### src/rtl/pcs_pkg.sv
// Shared PCS constants and types: sync-header encodings, lock-FSM states and
// default window/threshold values (also intended for a later BER monitor).
package pcs_pkg;

   localparam logic [1:0] SH_DATA = 2'b01;
   localparam logic [1:0] SH_CTRL = 2'b10;

   localparam int DEF_DATA_WIDTH     = 64;
   localparam int DEF_SH_WINDOW      = 64;
   localparam int DEF_INVLD_MAX      = 16;
   localparam int DEF_SLIP_WAIT_BLKS = 4;

   typedef enum logic {
      TEST      = 1'b0,
      SLIP_WAIT = 1'b1
   } sync_state_t;

   function automatic logic sh_is_ok(input logic [1:0] hdr);
      return (hdr == SH_DATA) || (hdr == SH_CTRL);
   endfunction

endpackage

### src/rtl/pcs_block_lock_fsm.sv
// Block-lock hunt/hold FSM with window, invalid-header and slip-settle counters.
//
//   state     | meaning
//   ----------+---------------------------------------------------------------
//   TEST      | checking headers; counting window blocks and invalid headers
//   SLIP_WAIT | gearbox settling after a slip; headers ignored
module pcs_block_lock_fsm
   import pcs_pkg::*;
#(
   parameter int SH_WINDOW      = DEF_SH_WINDOW,
   parameter int INVLD_MAX      = DEF_INVLD_MAX,
   parameter int SLIP_WAIT_BLKS = DEF_SLIP_WAIT_BLKS
) (
   input  logic       clk,
   input  logic       rst,
   input  logic       blk_valid_i,
   input  logic [1:0] header_i,
   output logic       block_lock_o,
   output logic       slip_o
);

   localparam int SH_CW = $clog2(SH_WINDOW + 1);
   localparam int IV_CW = $clog2(INVLD_MAX + 1);
   localparam int WT_CW = $clog2(SLIP_WAIT_BLKS + 1);

   sync_state_t        state_q, state_d;
   logic [SH_CW-1:0]   sh_cnt_q, sh_cnt_d, cnt_n;
   logic [IV_CW-1:0]   invld_cnt_q, invld_cnt_d, inv_n;
   logic [WT_CW-1:0]   wait_cnt_q, wait_cnt_d;
   logic               lock_q, lock_d;
   logic               slip_q, slip_d;
   logic               sh_ok;

   always_ff @(posedge clk or negedge rst) begin
      if (!rst) begin
         state_q     <= TEST;
         sh_cnt_q    <= '0;
         invld_cnt_q <= '0;
         wait_cnt_q  <= '0;
         lock_q      <= 1'b0;
         slip_q      <= 1'b0;
      end else begin
         state_q     <= state_d;
         sh_cnt_q    <= sh_cnt_d;
         invld_cnt_q <= invld_cnt_d;
         wait_cnt_q  <= wait_cnt_d;
         lock_q      <= lock_d;
         slip_q      <= slip_d;
      end
   end

   always_comb begin
      state_d     = state_q;
      sh_cnt_d    = sh_cnt_q;
      invld_cnt_d = invld_cnt_q;
      wait_cnt_d  = wait_cnt_q;
      lock_d      = lock_q;
      slip_d      = 1'b0;
      sh_ok       = sh_is_ok(header_i);
      cnt_n       = sh_cnt_q + SH_CW'(1);
      inv_n       = invld_cnt_q + IV_CW'(!sh_ok);

      if (blk_valid_i) begin
         unique case (state_q)
            TEST: begin
               // A bad header while hunting slips at once; while locked only the
               // INVLD_MAX-th bad header in a window drops lock.
               if (!sh_ok && (!lock_q || inv_n == IV_CW'(INVLD_MAX))) begin
                  lock_d      = 1'b0;
                  slip_d      = 1'b1;
                  sh_cnt_d    = '0;
                  invld_cnt_d = '0;
                  wait_cnt_d  = '0;
                  state_d     = SLIP_WAIT;
               end else if (cnt_n == SH_CW'(SH_WINDOW)) begin
                  if (inv_n == '0) lock_d = 1'b1;
                  sh_cnt_d    = '0;
                  invld_cnt_d = '0;
               end else begin
                  sh_cnt_d    = cnt_n;
                  invld_cnt_d = inv_n;
               end
            end
            SLIP_WAIT: begin
               if (wait_cnt_q == WT_CW'(SLIP_WAIT_BLKS - 1)) begin
                  wait_cnt_d = '0;
                  state_d    = TEST;
               end else begin
                  wait_cnt_d = wait_cnt_q + WT_CW'(1);
               end
            end
            default: state_d = TEST;
         endcase
      end
   end

   assign block_lock_o = lock_q;
   assign slip_o       = slip_q;

endmodule

### src/rtl/pcs_rx_block_sync.sv
// Rx PCS block-sync top: lock FSM plus a one-stage payload register that only
// presents valid data to the descrambler while block lock is held.
module pcs_rx_block_sync
   import pcs_pkg::*;
#(
   parameter int DATA_WIDTH     = DEF_DATA_WIDTH,
   parameter int SH_WINDOW      = DEF_SH_WINDOW,
   parameter int INVLD_MAX      = DEF_INVLD_MAX,
   parameter int SLIP_WAIT_BLKS = DEF_SLIP_WAIT_BLKS
) (
   input  logic                  clk,
   input  logic                  rst,
   input  logic [1:0]            header_in,
   input  logic [DATA_WIDTH-1:0] data_in,
   input  logic                  data_in_valid,
   output logic                  slip,
   output logic                  block_lock,
   output logic [DATA_WIDTH-1:0] desc_data,
   output logic [1:0]            desc_header,
   output logic                  desc_valid
);

   logic [DATA_WIDTH-1:0] desc_data_q;
   logic [1:0]            desc_header_q;
   logic                  desc_valid_q;
   logic                  lock_w;

   pcs_block_lock_fsm #(
      .SH_WINDOW      (SH_WINDOW),
      .INVLD_MAX      (INVLD_MAX),
      .SLIP_WAIT_BLKS (SLIP_WAIT_BLKS)
   ) u_fsm (
      .clk          (clk),
      .rst          (rst),
      .blk_valid_i  (data_in_valid),
      .header_i     (header_in),
      .block_lock_o (lock_w),
      .slip_o       (slip)
   );

   // Valid gating uses the lock value before this block's update, so the block
   // that completes the lock window is not itself forwarded.
   always_ff @(posedge clk or negedge rst) begin
      if (!rst) begin
         desc_data_q   <= '0;
         desc_header_q <= '0;
         desc_valid_q  <= 1'b0;
      end else begin
         desc_valid_q <= data_in_valid & lock_w;
         if (data_in_valid) begin
            desc_data_q   <= data_in;
            desc_header_q <= header_in;
         end
      end
   end

   assign block_lock  = lock_w;
   assign desc_data   = desc_data_q;
   assign desc_header = desc_header_q;
   assign desc_valid  = desc_valid_q;

endmodule

### config.mk
export PLATFORM = sky130hd
export DESIGN_NAME = pcs_rx_block_sync
export DESIGN_NICKNAME = d
export VERILOG_FILES = /design/src/rtl/pcs_pkg.sv /design/src/rtl/pcs_block_lock_fsm.sv /design/src/rtl/pcs_rx_block_sync.sv
export SDC_FILE = /design/constraint.sdc
export NUM_CORES = 1
export LEC_CHECK = 0
export ABC_AREA = 1
export CORE_UTILIZATION = 41
export CTS_CLUSTER_SIZE = 12
export DETAILED_ROUTE_END_ITERATION = 10
export PLACE_DENSITY = 0.76
export SYNTH_ARGS = -nofsm -noshare
export SYNTH_HDL_FRONTEND = slang
export SYNTH_SLANG_ARGS = --single-unit
### constraint.sdc
create_clock -name clk -period 3.3 [get_ports clk]
set_input_delay 0.99 -clock clk [delete_from_list [all_inputs] [get_ports clk]]
set_output_delay 0.99 -clock clk [all_outputs]
set_load 0.03 [all_outputs]
==> results.md, run 1 <==
* Top_reg_cell synth: dfrtp_1
* Synth warnings at 0
* Clk Latency, worst-skew pair at 0.35 ns
* Layout Skew at 0.00599 ns
* Postcts setup bufs at 0
* Clock-pin slew on the worst setup and hold paths at 0.09 ns
* Largest stage delay on the critical path at 0.43 ns
* Die area at 9050 sq um
* Post-synth ARST share at 100%
* Clk root buf: clkbuf_8
* Die Span Y at 95.1 um
* FP Rows at 33
* WP buf/inv at 1
* RSZ-0062 raised after global routing: no
* Mapped Area at 3560 sq um
* Placed inst area at 5020 sq um
* Synthesized area per cell at 8.53 sq um
* Worst-margin pin slew at 0.717 ns
* DR vias at 3011
* Drt pass-1 iters at 4
* Status: complete, no violations
* Fin Setup TNS at 0 ns
* Clock Tree Buf Depth at 2
* Crit path arrival time at 3.07 ns
* Post-synth EDFFs at 0
* Diodes inserted at 0
* R2R depth at 11
* Peak VDD IR at 0.000232 V
* Crit path kind: in2reg
* Routability-driven placement congestion ratio at 0.788
* Library cells used by synthesis at 23
* Die Width at 95.1 um
* Worst EP required at 3.54 ns
* Initial drt markers at 66
* Fin crit share at 85.9%
* Max-Cap Viols at 0
* Clk sinks at 85
* Largest delay contributor family on the critical path: simple AND/OR/NAND/NOR gates
* PnR worst setup slack at 0.466 ns
* Final hold slack at 0.474 ns
* Gate count of the mapped netlist at 417
* Vias per inst at 4.54
* Reg-to-reg slack, setup at 1.31 ns
* Yosys reg bits at 85
* Final core utilization at 62.7%
* First-pass GRT wire length at 13.5 mm
* CTS resizes at 0
* Grt ovf at 0
* Final Cell Area at 5200 sq um
* H-tree depth at 3
* CTS tree: yes
* Num CTS Buffers at 9
* Final Hold Violating Endpoints at 0
* Area growth syn-to-layout at 46.3%
* DP HPWL at 5.80 mm
* Cell mode on critical path: nand2_2
* CP Max Fanout at 4
* Syn nets at 490
* # DRC at 0
* Vias in the first global route at 2921
* DP Worst Slack at 0.0910 ns
* CP Launch Type: primary input
* Hold Path Stages at 2
* Post-DRT Antenna Nets at 0
* Critical path endpoint category: register
* R2R Path End: u_fsm.wait_cnt_q[1]$_DFFE_PN0P_
* Hold path start: desc_data[52]$_DFFE_PN0P_
* Hold Buf Count CTS at 0
* PD cells at 528 nW/um^2
* Leak pwr at 2.55 nW
* Slowest CP cell: clkdlybuf4s50_1
* FMAX at 353 MHz
* GRT Util Overall at 19.6%
* Post-Route WL at 8.15 mm
* Crit path cell chain: clkdlybuf4s50_1 > xnor2_1 > ha_1 > ha_1 > or2_1 > nor2_4 > nand3_2 > nand2_2 > nand2_4 > nand2_2 > nand2_2 > nand2_1 > nand2_1
* Rel. slew slack at 52.2%
* Share of layout cells above drive strength 1 at 6.63%
* End of the worst hold path: desc_data[52]$_DFFE_PN0P_
* Starting Density at 42.8%
* Max Slew Vio Count at 0
* Minimum clock period at 2.83 ns
* Routed len/inst at 12.3 um
* Worst r2r src: u_fsm.invld_cnt_q[0]$_DFFE_PN0P_
* Io pins at 138
* Min-Delay Path Class: reg2reg
* Number of setup violations in the final report at 0
* Core ar. at 8300 sq um
* Largest net degree at the start of global routing at 72
* Initial antenna violation count at 0
* Port Buffer Count at 137
* Sequential share of the synthesized area at 59.8%
* NumNets Final at 626
## sequential cells by signal, summed over array words and instances, names as in the netlist
| signal | count |
|---|---|
| u_fsm.slip_o | 1 |
| u_fsm.state_q | 1 |
| desc_data | 64 |
| desc_valid | 1 |
| u_fsm.sh_cnt_q | 7 |
| u_fsm.wait_cnt_q | 3 |
| u_fsm.block_lock_o | 1 |
| u_fsm.invld_cnt_q | 5 |
| desc_header | 2 |
## placed cells by master (no fill, tap or decap)
master,instances
clkdlybuf4s50_1,135
or2_1,2
clkinvlp_4,1
nand2_2,6
nor2_1,9
nand3_2,1
dfrtp_1,85
o21ai_0,12
inv_6,3
ha_1,4
o21bai_1,1
buf_12,1
clkbuf_1,1
xnor2_1,1
nand2_1,240
inv_8,1
clkinv_4,1
buf_4,4
or2_2,1
clkbuf_8,9
nor2_8,1
o21ai_1,1
buf_2,1
inv_1,13
nand3_1,11
xor2_1,3
nand2_4,2
nand4_1,3
nor2_4,2
inv_2,3
## routing by layer
layer / up-vias / wire length [um] / global-route usage, %
met5: - / 0 / 0
met4: 0 / 112 / 5.81
met3: 10 / 516 / 6.38
met2: 83 / 4040 / 32.6
met1: 1378 / 3480 / 24.2
li1: 1540 / - / -
## Yosys cell counts, types with 2 or more instances
master	instances	share of area, %
buf_2	6	0.84
clkbuf_1	9	0.95
dfrtp_1	85	60
ha_1	4	1.4
inv_1	13	1.4
inv_2	3	0.32
nand2_1	240	25
nand2_2	6	1.1
nand2_4	2	0.63
nand3_1	11	1.5
nand4_1	3	0.53
nor2_1	9	0.95
nor2_4	2	0.63
o21ai_0	12	1.7
or2_1	2	0.35
xor2_1	3	0.74
## worst max path at each step
stage	start	end	slack, ns	cells after the start
after global placement	header_in[1]	u_fsm.wait_cnt_q[1]$_DFFE_PN0P_	0.20	13
after detailed placement	header_in[1]	u_fsm.wait_cnt_q[1]$_DFFE_PN0P_	0.09	13
after floorplan	header_in[1]	u_fsm.wait_cnt_q[2]$_DFFE_PN0P_	0.62	12
after CTS	header_in[1]	u_fsm.wait_cnt_q[1]$_DFFE_PN0P_	0.47	13
after global routing	header_in[1]	u_fsm.wait_cnt_q[1]$_DFFE_PN0P_	0.33	13
final	header_in[1]	u_fsm.wait_cnt_q[1]$_DFFE_PN0P_	0.47	13
## power breakdown
group | total [mW] | switching, mW | internal, mW
clock | 0.675 | 0.387 | 0.288
sequential | 1.29 | 0.112 | 1.18
combinational | 0.787 | 0.447 | 0.340
total | 2.75 | 0.945 | 1.80
## logic make-up after synthesis
group           synth area share, %
compound gates                 2.04
flops                          59.8
simple gates                   32.1
fa+ha+maj                      1.41
buf+inv                        3.69
xor+xnor                      0.985
## stage by stage
step / std cells / total power, mW
floorplan: 417 / 1.75
global placement: 647 / 2.08
detailed placement: 647 / 2.10
CTS: 663 / 2.79
global route: 663 / 2.94
finish: 663 / 2.75
## layout make-up
class | count | area (sq um)
clock inverters | 6 | 53.8
multi-input cells | 300 | 1300
well taps | 105 | 131
repair buffers | 141 | 1410
clock buffers | 10 | 128
fillers | 692 | 3100
flip-flops and latches | 85 | 2130
inverters | 16 | 60.1
## worst min-delay path: cells and delay by family (launching register included)
family           cells  cell delay, ns
AND/OR/NAND/NOR      2            0.10
flip-flops           1            0.35
Power figures use the tool's default switching activity.
==> inputs of run 2 (changes only) <==
CORE_UTILIZATION = 39   (was 41)
REMOVE_ABC_BUFFERS = 1   (was default)
clock period = 2.27 ns   (was 3.3 ns; I/O delays follow)
==> run 2 against run 1 <==
Effect of this change: global-route usage hardly changed; largest power group unchanged; core utilization shrank 1.9 points; highest routed layer unchanged; via count increased by 3.8%; final area is 2.4% higher; sequential power grew 45%; critical path depth is 12 lower; worst setup slack worse by 0.34 ns; critical path type is now reg2out; critical endpoint is now block_lock; first-iteration DRC count rose by 45%; register-to-register slack lost 0.91 ns.
==> results.md, run 2 (synthesis gave the netlist of run 1 again) <==
* Status: complete, no violations
* Routability-driven placement congestion ratio at 0.825 (+4.7%)
* NumNets Final at 633 (+1.1%)
* Clock Tree Buf Depth at 2 (unchanged)
* Largest net degree at the start of global routing at 72 (unchanged)
* Clk sinks at 85 (unchanged)
* Largest stage delay on the critical path at 0.70 ns (+0.27 ns)
* Min-Delay Path Class: in2async
* Post-Route WL at 8.73 mm (+7.1%)
* Clk root buf: clkbuf_8
* Num CTS Buffers at 9 (unchanged)
* CP Launch Type: register
* Worst EP required at 1.59 ns (-1.95 ns)
* WP buf/inv at 1 (unchanged)
* Port Buffer Count at 137 (unchanged)
* Dpl cells at 652 (+0.77%)
* Final Hold Violating Endpoints at 0 (unchanged)
* Post-DRT Antenna Nets at 0 (unchanged)
* DP HPWL at 5.95 mm (+2.6%)
* Die Span Y at 97.5 um (+2.5%)
* Fin crit share at 94.5%
* FMAX at 466 MHz
* Initial drt markers at 96 (+45%)
* Starting Density at 40.6% (-2.3 points)
* Largest delay contributor family on the critical path: buffers and inverters
* Share of layout cells above drive strength 1 at 8.87% (+2.2 points)
* Multi-input gate area at 1330 sq um (+2.5%)
* Max-Cap Viols at 0 (unchanged)
* Number of setup violations in the final report at 0 (unchanged)
* Vias in the first global route at 3216 (+10%)
* Vias per inst at 4.65 (+2.4%)
* Worst-margin pin slew at 0.719 ns (+0.00145 ns)
* Reg area at 2130 sq um (unchanged)
* Slowest CP cell: clkdlybuf4s50_1
* # DRC at 0 (unchanged)
* Leak pwr at 2.63 nW (+2.8%)
* Grt ovf at 0 (unchanged)
* Most common cell after layout, fill and taps aside: nand2_1
* Clk Latency, worst-skew pair at 0.34 ns (about the same)
* H-tree depth at 3 (unchanged)
* Max Slew Vio Count at 0 (unchanged)
* Crit path arrival time at 1.46 ns (-1.61 ns)
* Routed len/inst at 13.0 um (+5.6%)
* Crit path kind: reg2out
* GRT Util Overall at 19.6% (about the same)
* DR vias at 3124 (+3.8%)
* Crit path cell chain: clkdlybuf4s50_1
* Final std cells w/o fill at 672 (+1.4%)
* Minimum clock period at 2.15 ns
* Initial antenna violation count at 0 (unchanged)
* Layout Skew at 0.00505 ns (-0.000943 ns)
* Fillcell total at 781 (+13%)
* Total chip power at 4.32 mW (+57%)
* Die area at 9500 sq um (+5.0%)
* DP Worst Slack at -0.629 ns (-0.720 ns)
* Clock-pin slew on the worst setup and hold paths at 0.08 ns (about the same)
* RSZ-0062 raised after global routing: no
* Diodes inserted at 0 (unchanged)
* Die Width at 97.5 um (+2.5%)
* Area growth syn-to-layout at 49.9%
* Fin Setup TNS at 0 ns (unchanged)
* Max FFs per register at 64 (unchanged)
* Drt pass-1 iters at 4 (unchanged)
* Final hold slack at 0.216 ns (-0.257 ns)
* FP Rows at 34 (+3.0%)
* Critical path endpoint category: output pin
* CTS tree: yes
* Commonest cells after routing, fill and taps aside: nand2_1, clkdlybuf4s50_1, dfrtp_1
* First-pass GRT wire length at 15.1 mm (+12%)
* PnR worst setup slack at 0.125 ns (-0.341 ns)
* Io pins at 138 (unchanged)
* CP Max Fanout at 4 (unchanged)
* Rel. slew slack at 52.1% (-0.097 points)
* Core ar. at 8760 sq um (+5.6%)
* Hold Buf Count CTS at 0 (unchanged)
* Peak VDD IR at 0.000322 V (+39%)
* PD cells at 810 nW/um^2 (+53%)
run 2: cell types whose count changed in the layout (fill, tap and decap cells not counted), sizes merged:
cell	delta
buf	+7
inv	-4
bufinv	+3
clkbuf	+2
clkdlybuf4s50	-2
clkinv	+1
clkinvlp	-1
run 2: through the flow:
stage	util [%]	area [sq um]
floorplan	-	3480
global route	60.8	5330
detailed placement	57.5	5040
finish	60.8	5330
global placement	57.5	5040
CTS	60.7	5320
run 2: final timing paths:
| kind | start | to | slack (ns) | cells after the start |
|---|---|---|---|---|
| worst min register to register | desc_data[37]$_DFFE_PN0P_ | desc_data[37]$_DFFE_PN0P_ | 0.47 | 2 |
| max in group asynchronous | rst | desc_data[42]$_DFFE_PN0P_ | 1.47 | 2 |
| worst max register to register | u_fsm.invld_cnt_q[0]$_DFFE_PN0P_ | u_fsm.sh_cnt_q[5]$_DFFE_PN0P_ | 0.40 | 10 |
| worst max-delay path | u_fsm.block_lock_o$_DFFE_PN0P_ | block_lock | 0.12 | 1 |
| worst min-delay path | rst | desc_data[57]$_DFFE_PN0P_ | 0.22 | 1 |
| min in group clk | desc_data[37]$_DFFE_PN0P_ | desc_data[37]$_DFFE_PN0P_ | 0.47 | 2 |
run 2: area by class of cell:
cell class / count / area share [%]
clock buffer: 10 / 2.39
inverter: 16 / 1.13
tap: 108 / 2.54
sequential: 85 / 39.9
timing repair buffer: 148 / 27.2
clock inverter: 5 / 1.88
multi-input combinational: 300 / 25.0
run 2: power by group:
| part | internal, mW | leakage (nW) | total, mW | switching (mW) |
|---|---|---|---|---|
| Combinational | 0.537 | 1.46 | 1.21 | 0.672 |
| Sequential | 1.71 | 1.05 | 1.87 | 0.162 |
| Clock | 0.722 | 0.116 | 1.24 | 0.514 |
run 2: per-layer routing:
metal  vias to the layer above  GRT usage (%)  part of all wire (%)
met1                      1470           24.4                    43
met2                        90           32.4                    49
met5                         -              0                     0
li1                       1549              -                     -
met4                         0           6.67                   1.9
met3                        15           5.97                   6.6
run 2: repair_timing:
item                                    in CTS  in global routing
pin swaps                                    7                  4
setup buffers                                3                  2
resized for setup                            6                  6
endpoints found under the setup margin      18                 11
